## src/rtl/alu_pkg.sv

```systemverilog
// Shared definitions for the ALU command front-end: op encodings and FSM states.
package alu_pkg;

  localparam logic [1:0] OP_ADD = 2'b00;
  localparam logic [1:0] OP_SUB = 2'b01;
  localparam logic [1:0] OP_RSH = 2'b10;
  localparam logic [1:0] OP_LSH = 2'b11;

  typedef enum logic [1:0] {
    ST_IDLE  = 2'd0,
    ST_ISSUE = 2'd1,
    ST_DONE  = 2'd2
  } state_t;

endpackage

```

## src/rtl/alu_op_mask.sv

```systemverilog
// Expands a 2-bit {s0,s1} op code into full-width ALU select masks.
module alu_op_mask #(
  parameter int unsigned LEN = 4
) (
  input  logic [1:0]     op,
  output logic [LEN-1:0] s0,
  output logic [LEN-1:0] s1
);

  assign s0 = {LEN{op[1]}};
  assign s1 = {LEN{op[0]}};

endmodule

```

## src/rtl/alu_issue_ctrl.sv

```systemverilog
// Registered command front-end for the combinational ALU: issues operands and masks,
// waits SETTLE cycles, captures S and offers it on a valid/ready result port.
module alu_issue_ctrl
  import alu_pkg::*;
#(
  parameter int unsigned LEN    = 4,
  parameter int unsigned SETTLE = 1,
  parameter int unsigned CNT_W  = 8
) (
  input  logic             clk,
  input  logic             rst,
  input  logic             cmd_valid,
  output logic             cmd_ready,
  input  logic [1:0]       cmd_op,
  input  logic [LEN-1:0]   cmd_a,
  input  logic [LEN-1:0]   cmd_b,
  input  logic             cmd_acc,
  output logic [LEN-1:0]   alu_a,
  output logic [LEN-1:0]   alu_b,
  output logic [LEN-1:0]   alu_s0,
  output logic [LEN-1:0]   alu_s1,
  input  logic [LEN-1:0]   alu_s,
  output logic             res_valid,
  input  logic             res_ready,
  output logic [LEN-1:0]   res_data,
  output logic [1:0]       res_op,
  output logic             busy,
  output logic [CNT_W-1:0] op_count
);

  localparam logic [3:0] SETTLE_INIT = 4'(SETTLE - 1);

  state_t           state_q, state_d;
  logic [3:0]       cnt_q, cnt_d;
  logic [1:0]       op_q, op_d;
  logic [LEN-1:0]   alu_a_q, alu_a_d, alu_b_q, alu_b_d;
  logic [LEN-1:0]   alu_s0_q, alu_s0_d, alu_s1_q, alu_s1_d;
  logic             res_valid_q, res_valid_d;
  logic [LEN-1:0]   res_data_q, res_data_d;
  logic [1:0]       res_op_q, res_op_d;
  logic [CNT_W-1:0] op_count_q, op_count_d;
  logic [LEN-1:0]   mask_s0, mask_s1;
  logic             load;

  alu_op_mask #(
    .LEN (LEN)
  ) u_op_mask (
    .op (cmd_op),
    .s0 (mask_s0),
    .s1 (mask_s1)
  );

  // In DONE a new command may only enter on the same edge the result drains.
  assign cmd_ready = !rst && ((state_q == ST_IDLE) || ((state_q == ST_DONE) && res_ready));
  assign load      = cmd_valid && cmd_ready;

  always_comb begin
    state_d     = state_q;
    cnt_d       = cnt_q;
    op_d        = op_q;
    alu_a_d     = alu_a_q;
    alu_b_d     = alu_b_q;
    alu_s0_d    = alu_s0_q;
    alu_s1_d    = alu_s1_q;
    res_valid_d = res_valid_q;
    res_data_d  = res_data_q;
    res_op_d    = res_op_q;
    op_count_d  = op_count_q;

    unique case (state_q)
      ST_IDLE: ;
      ST_ISSUE: begin
        if (cnt_q == 4'd0) begin
          res_data_d  = alu_s;
          res_op_d    = op_q;
          res_valid_d = 1'b1;
          state_d     = ST_DONE;
        end else begin
          cnt_d = cnt_q - 4'd1;
        end
      end
      ST_DONE: begin
        if (res_ready) begin
          op_count_d  = op_count_q + CNT_W'(1);
          res_valid_d = 1'b0;
          state_d     = ST_IDLE;
        end
      end
      default: state_d = ST_IDLE;
    endcase

    // Accumulate reads res_data_q, i.e. the result being drained this cycle.
    if (load) begin
      alu_a_d  = cmd_acc ? res_data_q : cmd_a;
      alu_b_d  = cmd_b;
      alu_s0_d = mask_s0;
      alu_s1_d = mask_s1;
      op_d     = cmd_op;
      cnt_d    = SETTLE_INIT;
      state_d  = ST_ISSUE;
    end
  end

  always_ff @(posedge clk or posedge rst) begin
    if (rst) begin
      state_q     <= ST_IDLE;
      cnt_q       <= 4'd0;
      op_q        <= OP_ADD;
      alu_a_q     <= '0;
      alu_b_q     <= '0;
      alu_s0_q    <= '0;
      alu_s1_q    <= '0;
      res_valid_q <= 1'b0;
      res_data_q  <= '0;
      res_op_q    <= OP_ADD;
      op_count_q  <= '0;
    end else begin
      state_q     <= state_d;
      cnt_q       <= cnt_d;
      op_q        <= op_d;
      alu_a_q     <= alu_a_d;
      alu_b_q     <= alu_b_d;
      alu_s0_q    <= alu_s0_d;
      alu_s1_q    <= alu_s1_d;
      res_valid_q <= res_valid_d;
      res_data_q  <= res_data_d;
      res_op_q    <= res_op_d;
      op_count_q  <= op_count_d;
    end
  end

  assign alu_a     = alu_a_q;
  assign alu_b     = alu_b_q;
  assign alu_s0    = alu_s0_q;
  assign alu_s1    = alu_s1_q;
  assign res_valid = res_valid_q;
  assign res_data  = res_data_q;
  assign res_op    = res_op_q;
  assign op_count  = op_count_q;
  assign busy      = (state_q != ST_IDLE);

endmodule

```

## config.mk

```make
export PLATFORM = sky130hd
export DESIGN_NAME = alu_issue_ctrl
export DESIGN_NICKNAME = d
export VERILOG_FILES = /design/src/rtl/alu_pkg.sv /design/src/rtl/alu_op_mask.sv /design/src/rtl/alu_issue_ctrl.sv
export SDC_FILE = /design/constraint.sdc
export NUM_CORES = 1
export LEC_CHECK = 0
export CAP_MARGIN = 40
export CORE_MARGIN = 10
export CORE_UTILIZATION = 45
export CTS_BUF_LIST = sky130_fd_sc_hd__clkbuf_8
export DETAILED_ROUTE_END_ITERATION = 8
export GPL_TIMING_DRIVEN = 0
export PLACE_DENSITY = 0.89
export SLEW_MARGIN = 20
export SYNTH_ARGS = -nofsm -noshare
export SYNTH_HDL_FRONTEND = slang
export SYNTH_SLANG_ARGS = --single-unit
```

## constraint.sdc

```tcl
create_clock -name clk -period 2.2 [get_ports clk]
set_input_delay 0.44 -clock clk [delete_from_list [all_inputs] [get_ports clk]]
set_output_delay 0.44 -clock clk [all_outputs]
set_load 0.005 [all_outputs]
```

==> report_table.html <==
<table>
<tr><th>Metric</th><th>Value</th></tr>
<tr><th colspan="2">Worst setup path</th></tr>
<tr><td>Slowest stage cell, crit path</td><td>clkdlybuf4s50_1</td></tr>
<tr><td>Critical Path Source Type</td><td>flip-flop</td></tr>
<tr><td>Classification of the worst setup path</td><td>flip-flop to primary output</td></tr>
<tr><td>Peak per-stage delay on the critical path</td><td>460 ps</td></tr>
<tr><td>Endpoint required time on the critical path</td><td>1760 ps</td></tr>
<tr><td>Kind of end point of the critical path</td><td>primary output</td></tr>
<tr><td>Family with the most delay on the worst path</td><td>buffers and inverters</td></tr>
<tr><td>Combined buffer and inverter count along the critical path</td><td>1</td></tr>
<tr><td>Arrival time at the worst endpoint</td><td>1500 ps</td></tr>
<tr><td>Critical path fanouts, max</td><td>7</td></tr>
<tr><td>Cell-by-cell listing of the critical path</td><td>or2_2 &gt; clkdlybuf4s50_1</td></tr>
<tr><th colspan="2">Clock tree</th></tr>
<tr><td>Clock tree from TritonCTS</td><td>built</td></tr>
<tr><td>H-tree depth</td><td>2</td></tr>
<tr><td>Clock latency on the worst-skew pair</td><td>approximately 280 ps</td></tr>
<tr><td>Largest buffer count on any clock path</td><td>2</td></tr>
<tr><td>Total of hold buffers inserted after clock tree synthesis</td><td>0</td></tr>
<tr><td>CTS Sinks</td><td>31</td></tr>
<tr><td>TritonCTS Buffers</td><td>5</td></tr>
<tr><td>Root cell of the clock tree</td><td>clkbuf_8</td></tr>
<tr><td>Clock transition at the registers of the reported paths</td><td>roughly 60 ps</td></tr>
<tr><th colspan="2">Floorplan</th></tr>
<tr><td>Placeable core region</td><td>0.003078 mm2</td></tr>
<tr><td>Placement Rows</td><td>20</td></tr>
<tr><td>Die ar.</td><td>0.005889 mm2</td></tr>
<tr><td>Ports</td><td>52</td></tr>
<tr><td>Initial standard-cell utilization of the core</td><td>47.07%</td></tr>
<tr><td>Die extent in x</td><td>76.74 um</td></tr>
<tr><td>Floorplan die height</td><td>between 70 and 80 um</td></tr>
<tr><th colspan="2">GRT</th></tr>
<tr><td>Global-route total usage across every layer</td><td>between 10 and 15%</td></tr>
<tr><td>Antenna violations before repair</td><td>0</td></tr>
<tr><td>Vias in the first global route</td><td>1274</td></tr>
<tr><td>Total gr overflow</td><td>0</td></tr>
<tr><td>Pin count of the biggest net entering global routing</td><td>21</td></tr>
<tr><td>Global-route wire length before repair</td><td>6127 um</td></tr>
<tr><th colspan="2">Final layout</th></tr>
<tr><td>Final-layout fill cell count</td><td>233</td></tr>
<tr><td>Share of layout cells above drive strength 1</td><td>a little under a fifth</td></tr>
<tr><td>Antenna cell count</td><td>0</td></tr>
<tr><td>Utilization after layout</td><td>68.58%</td></tr>
<tr><td>Final nets</td><td>201</td></tr>
<tr><td>Synth-to-layout area growth</td><td>45.68%</td></tr>
<tr><td>Final cell count without fillers</td><td>approximately 220</td></tr>
<tr><th colspan="2">Synthesis</th></tr>
<tr><td>Post-Synthesis Net Count</td><td>142</td></tr>
<tr><td>Yosys Warn Count</td><td>0</td></tr>
<tr><td>Flip-flop and latch count after synthesis</td><td>31</td></tr>
<tr><td>Count of different cell masters after synthesis</td><td>33</td></tr>
<tr><td>Ys async rst share</td><td>100.0%</td></tr>
<tr><td>Netlist area before placement</td><td>between 0.001 and 0.0015 mm2</td></tr>
<tr><td>Proportion of synthesized chip area in sequential cells</td><td>53.54%</td></tr>
<tr><td>Avg Inst Size Synth</td><td>12.07 um2</td></tr>
<tr><td>Number of enable flip-flop cells after synthesis</td><td>0</td></tr>
<tr><td>Synth Flop Type</td><td>dfrtp_1</td></tr>
<tr><td>Synthesized netlist cell count</td><td>120</td></tr>
<tr><th colspan="2">Placement</th></tr>
<tr><td>HPWL Detailed</td><td>2905 um</td></tr>
<tr><td>Global placer's final weighted congestion</td><td>0.8107</td></tr>
<tr><td>Number of placed instances with taps included</td><td>215</td></tr>
<tr><td>Count of buffers inserted at the top-level ports</td><td>50</td></tr>
<tr><td>Worst slack at placement</td><td>-178.4 ps</td></tr>
<tr><th colspan="2">Routing</th></tr>
<tr><td>Met3 WL</td><td>465 um</td></tr>
<tr><td>Starting DRC count in detailed routing</td><td>30</td></tr>
<tr><td>Metal1 wirelength</td><td>1486 um</td></tr>
<tr><td>Highest signal layer in the routed design</td><td>met4</td></tr>
<tr><td>DR WL/cell</td><td>16.16 um</td></tr>
<tr><td>Via Count</td><td>1132</td></tr>
<tr><td>First-pass DRT Iterations</td><td>4</td></tr>
<tr><td>Vias per inst</td><td>just over 5</td></tr>
<tr><td>DRC violations left</td><td>0</td></tr>
<tr><td>Sum of met2 wire segment lengths after detailed routing</td><td>1597 um</td></tr>
<tr><td>Antenna Nets Post-Route</td><td>0</td></tr>
<tr><td>Final WL</td><td>3619 um</td></tr>
<tr><th colspan="2">Pwr</th></tr>
<tr><td>Cell leakage power</td><td>roughly 0.95 nW</td></tr>
<tr><td>Max rail drop VDD</td><td>0.7852 mV</td></tr>
<tr><td>Cell Pwr Density</td><td>1295 mW/mm2</td></tr>
<tr><td>Power after layout</td><td>~2.7 mW</td></tr>
<tr><th colspan="2">Job</th></tr>
<tr><td>Number of maximum-capacitance violations</td><td>0</td></tr>
<tr><th colspan="2">Timing</th></tr>
<tr><td>Number of max-slew violations in the final report</td><td>0</td></tr>
<tr><td>Post-route clock skew</td><td>7.160 ps</td></tr>
<tr><td>Final count of negative-setup-slack endpoints</td><td>0</td></tr>
<tr><td>Max_slew headroom</td><td>67.75%</td></tr>
<tr><td>Final critical-path setup slack</td><td>approximately 260 ps</td></tr>
<tr><td>Highest clock rate</td><td>514.2 MHz</td></tr>
<tr><td>Unrepaired setup endpoints after global routing</td><td>no</td></tr>
<tr><td>Final hold vios</td><td>0</td></tr>
<tr><td>Minimum clock period after layout</td><td>between 1500 and 2000 ps</td></tr>
<tr><td>Worst-margin pin slew</td><td>between 400 and 500 ps</td></tr>
<tr><td>Final critical-path share of the clock period</td><td>between 80% and 90%</td></tr>
<tr><th colspan="2">Worst hold path</th></tr>
<tr><td>Path type of the worst min-delay path</td><td>flip-flop to flip-flop</td></tr>
<tr><th colspan="2">Outcome</th></tr>
<tr><td>Run status</td><td>complete, no violations</td></tr>
</table>
layer usage:
| metal | vias to the layer above | global-route usage (%) |
|---|---|---|
| li1 | 533 | - |
| met5 | - | 0 |
| met2 | 56 | 19.48 |
| met3 | 9 | 8.159 |
| met4 | 0 | 5.762 |
| met1 | 534 | 13.70 |
power breakdown:
group / total (mW) / switching [mW] / leakage, nW / internal (mW)
Clock: 0.409 / 0.197 / 0.0505 / 0.212
Sequential: 1.02 / 0.214 / 0.389 / 0.810
Combinational: 1.30 / 0.465 / 0.510 / 0.836
final timing paths:
path                             startpoint           to  slack, ps  cells past startpoint
worst max-delay path             state_q[0]         busy        260                      2
min in group asynchronous               rst  op_count[6]        550                      2
worst min register to register  op_count[7]  op_count[7]        470                      1
max in group asynchronous               rst      op_q[1]       1150                      3
worst max register to register     cnt_q[0]  res_data[2]        380                      5
worst min-delay path            op_count[7]  op_count[7]        470                      1
metrics by stage:
step                setup TNS, ps  cell area (um2)  hold WS, ps
floorplan                       0             1449        463.2
global placement           -199.7             2004        458.9
detailed placement         -178.4             2019        468.0
CTS                             0             2108        477.4
global route                    0             2111        521.5
finish                          0             2111        471.9
synth_stat cells, types with 2 or more instances:
cell type  instances  share of area, %
dfrtp_1           31                54
mux2_2            13                10
o21ai_0            9               3.1
nand3_1            7               2.4
buf_4              6               3.1
mux2i_1            6               4.1
inv_1              5               1.3
o21ai_1            4               1.4
xnor2_1            4               2.4
a21oi_1            3               1.0
ha_1               3               2.6
nor3_1             3               1.0
xor2_1             3               1.8
buf_2              2              0.69
nor2_1             2              0.52
nor2b_1            2              0.86
state kept, by name (all words and copies together), names as in the netlist:
name	flops
state_q	2
cnt_q	4
res_op	2
alu_b	4
res_valid	1
op_count	8
alu_a	4
res_data	4
op_q	2
cell type report:
class	instances	area [um2]	share of cell area (%)
flip-flops and latches	31	775.7	36.75
clock inverters	3	12.51	0.5928
plain buffers	9	58.81	2.786
repair buffers	52	525.5	24.90
multi-input cells	75	595.6	28.22
inverters	5	18.77	0.8892
well taps	44	55.05	2.608
clock buffers	5	68.82	3.260
repair_timing:
item                                    4_1_cts  5_1_grt
gates resized for setup                       0        1
endpoints found under the setup margin        1        1
setup buffers                                 1        0
endpoints found under the hold margin         0        0
pin swaps                                     1        0
placed cells by master, fill, tap and decap left out, drive strengths merged, types with 4 or more instances in the layout:
master | Yosys | layout
nor2 | 4 | 4
clkbuf | 0 | 5
nand3 | 7 | 7
clkdlybuf4s50 | 0 | 49
mux2i | 6 | 6
inv | 5 | 7
mux2 | 13 | 13
buf | 9 | 11
xnor2 | 4 | 4
o21ai | 13 | 13
dfrtp | 31 | 31
kinds of logic (layout without fill, tap and decap cells):
| kind of cell | count (synthesis) | after routing | synth area share (%) |
|---|---|---|---|
| and+or+nand+nor | 27 | 27 | 12.87 |
| buffers and inverters | 14 | 74 | 5.354 |
| DFF | 31 | 31 | 53.54 |
| muxes | 19 | 19 | 14.25 |
| AOI/OAI and AO/OA | 19 | 19 | 7.168 |
| xor gates and xnor gates | 7 | 7 | 4.232 |
| adders and majority gates | 3 | 3 | 2.591 |
Power figures use the tool's default switching activity.
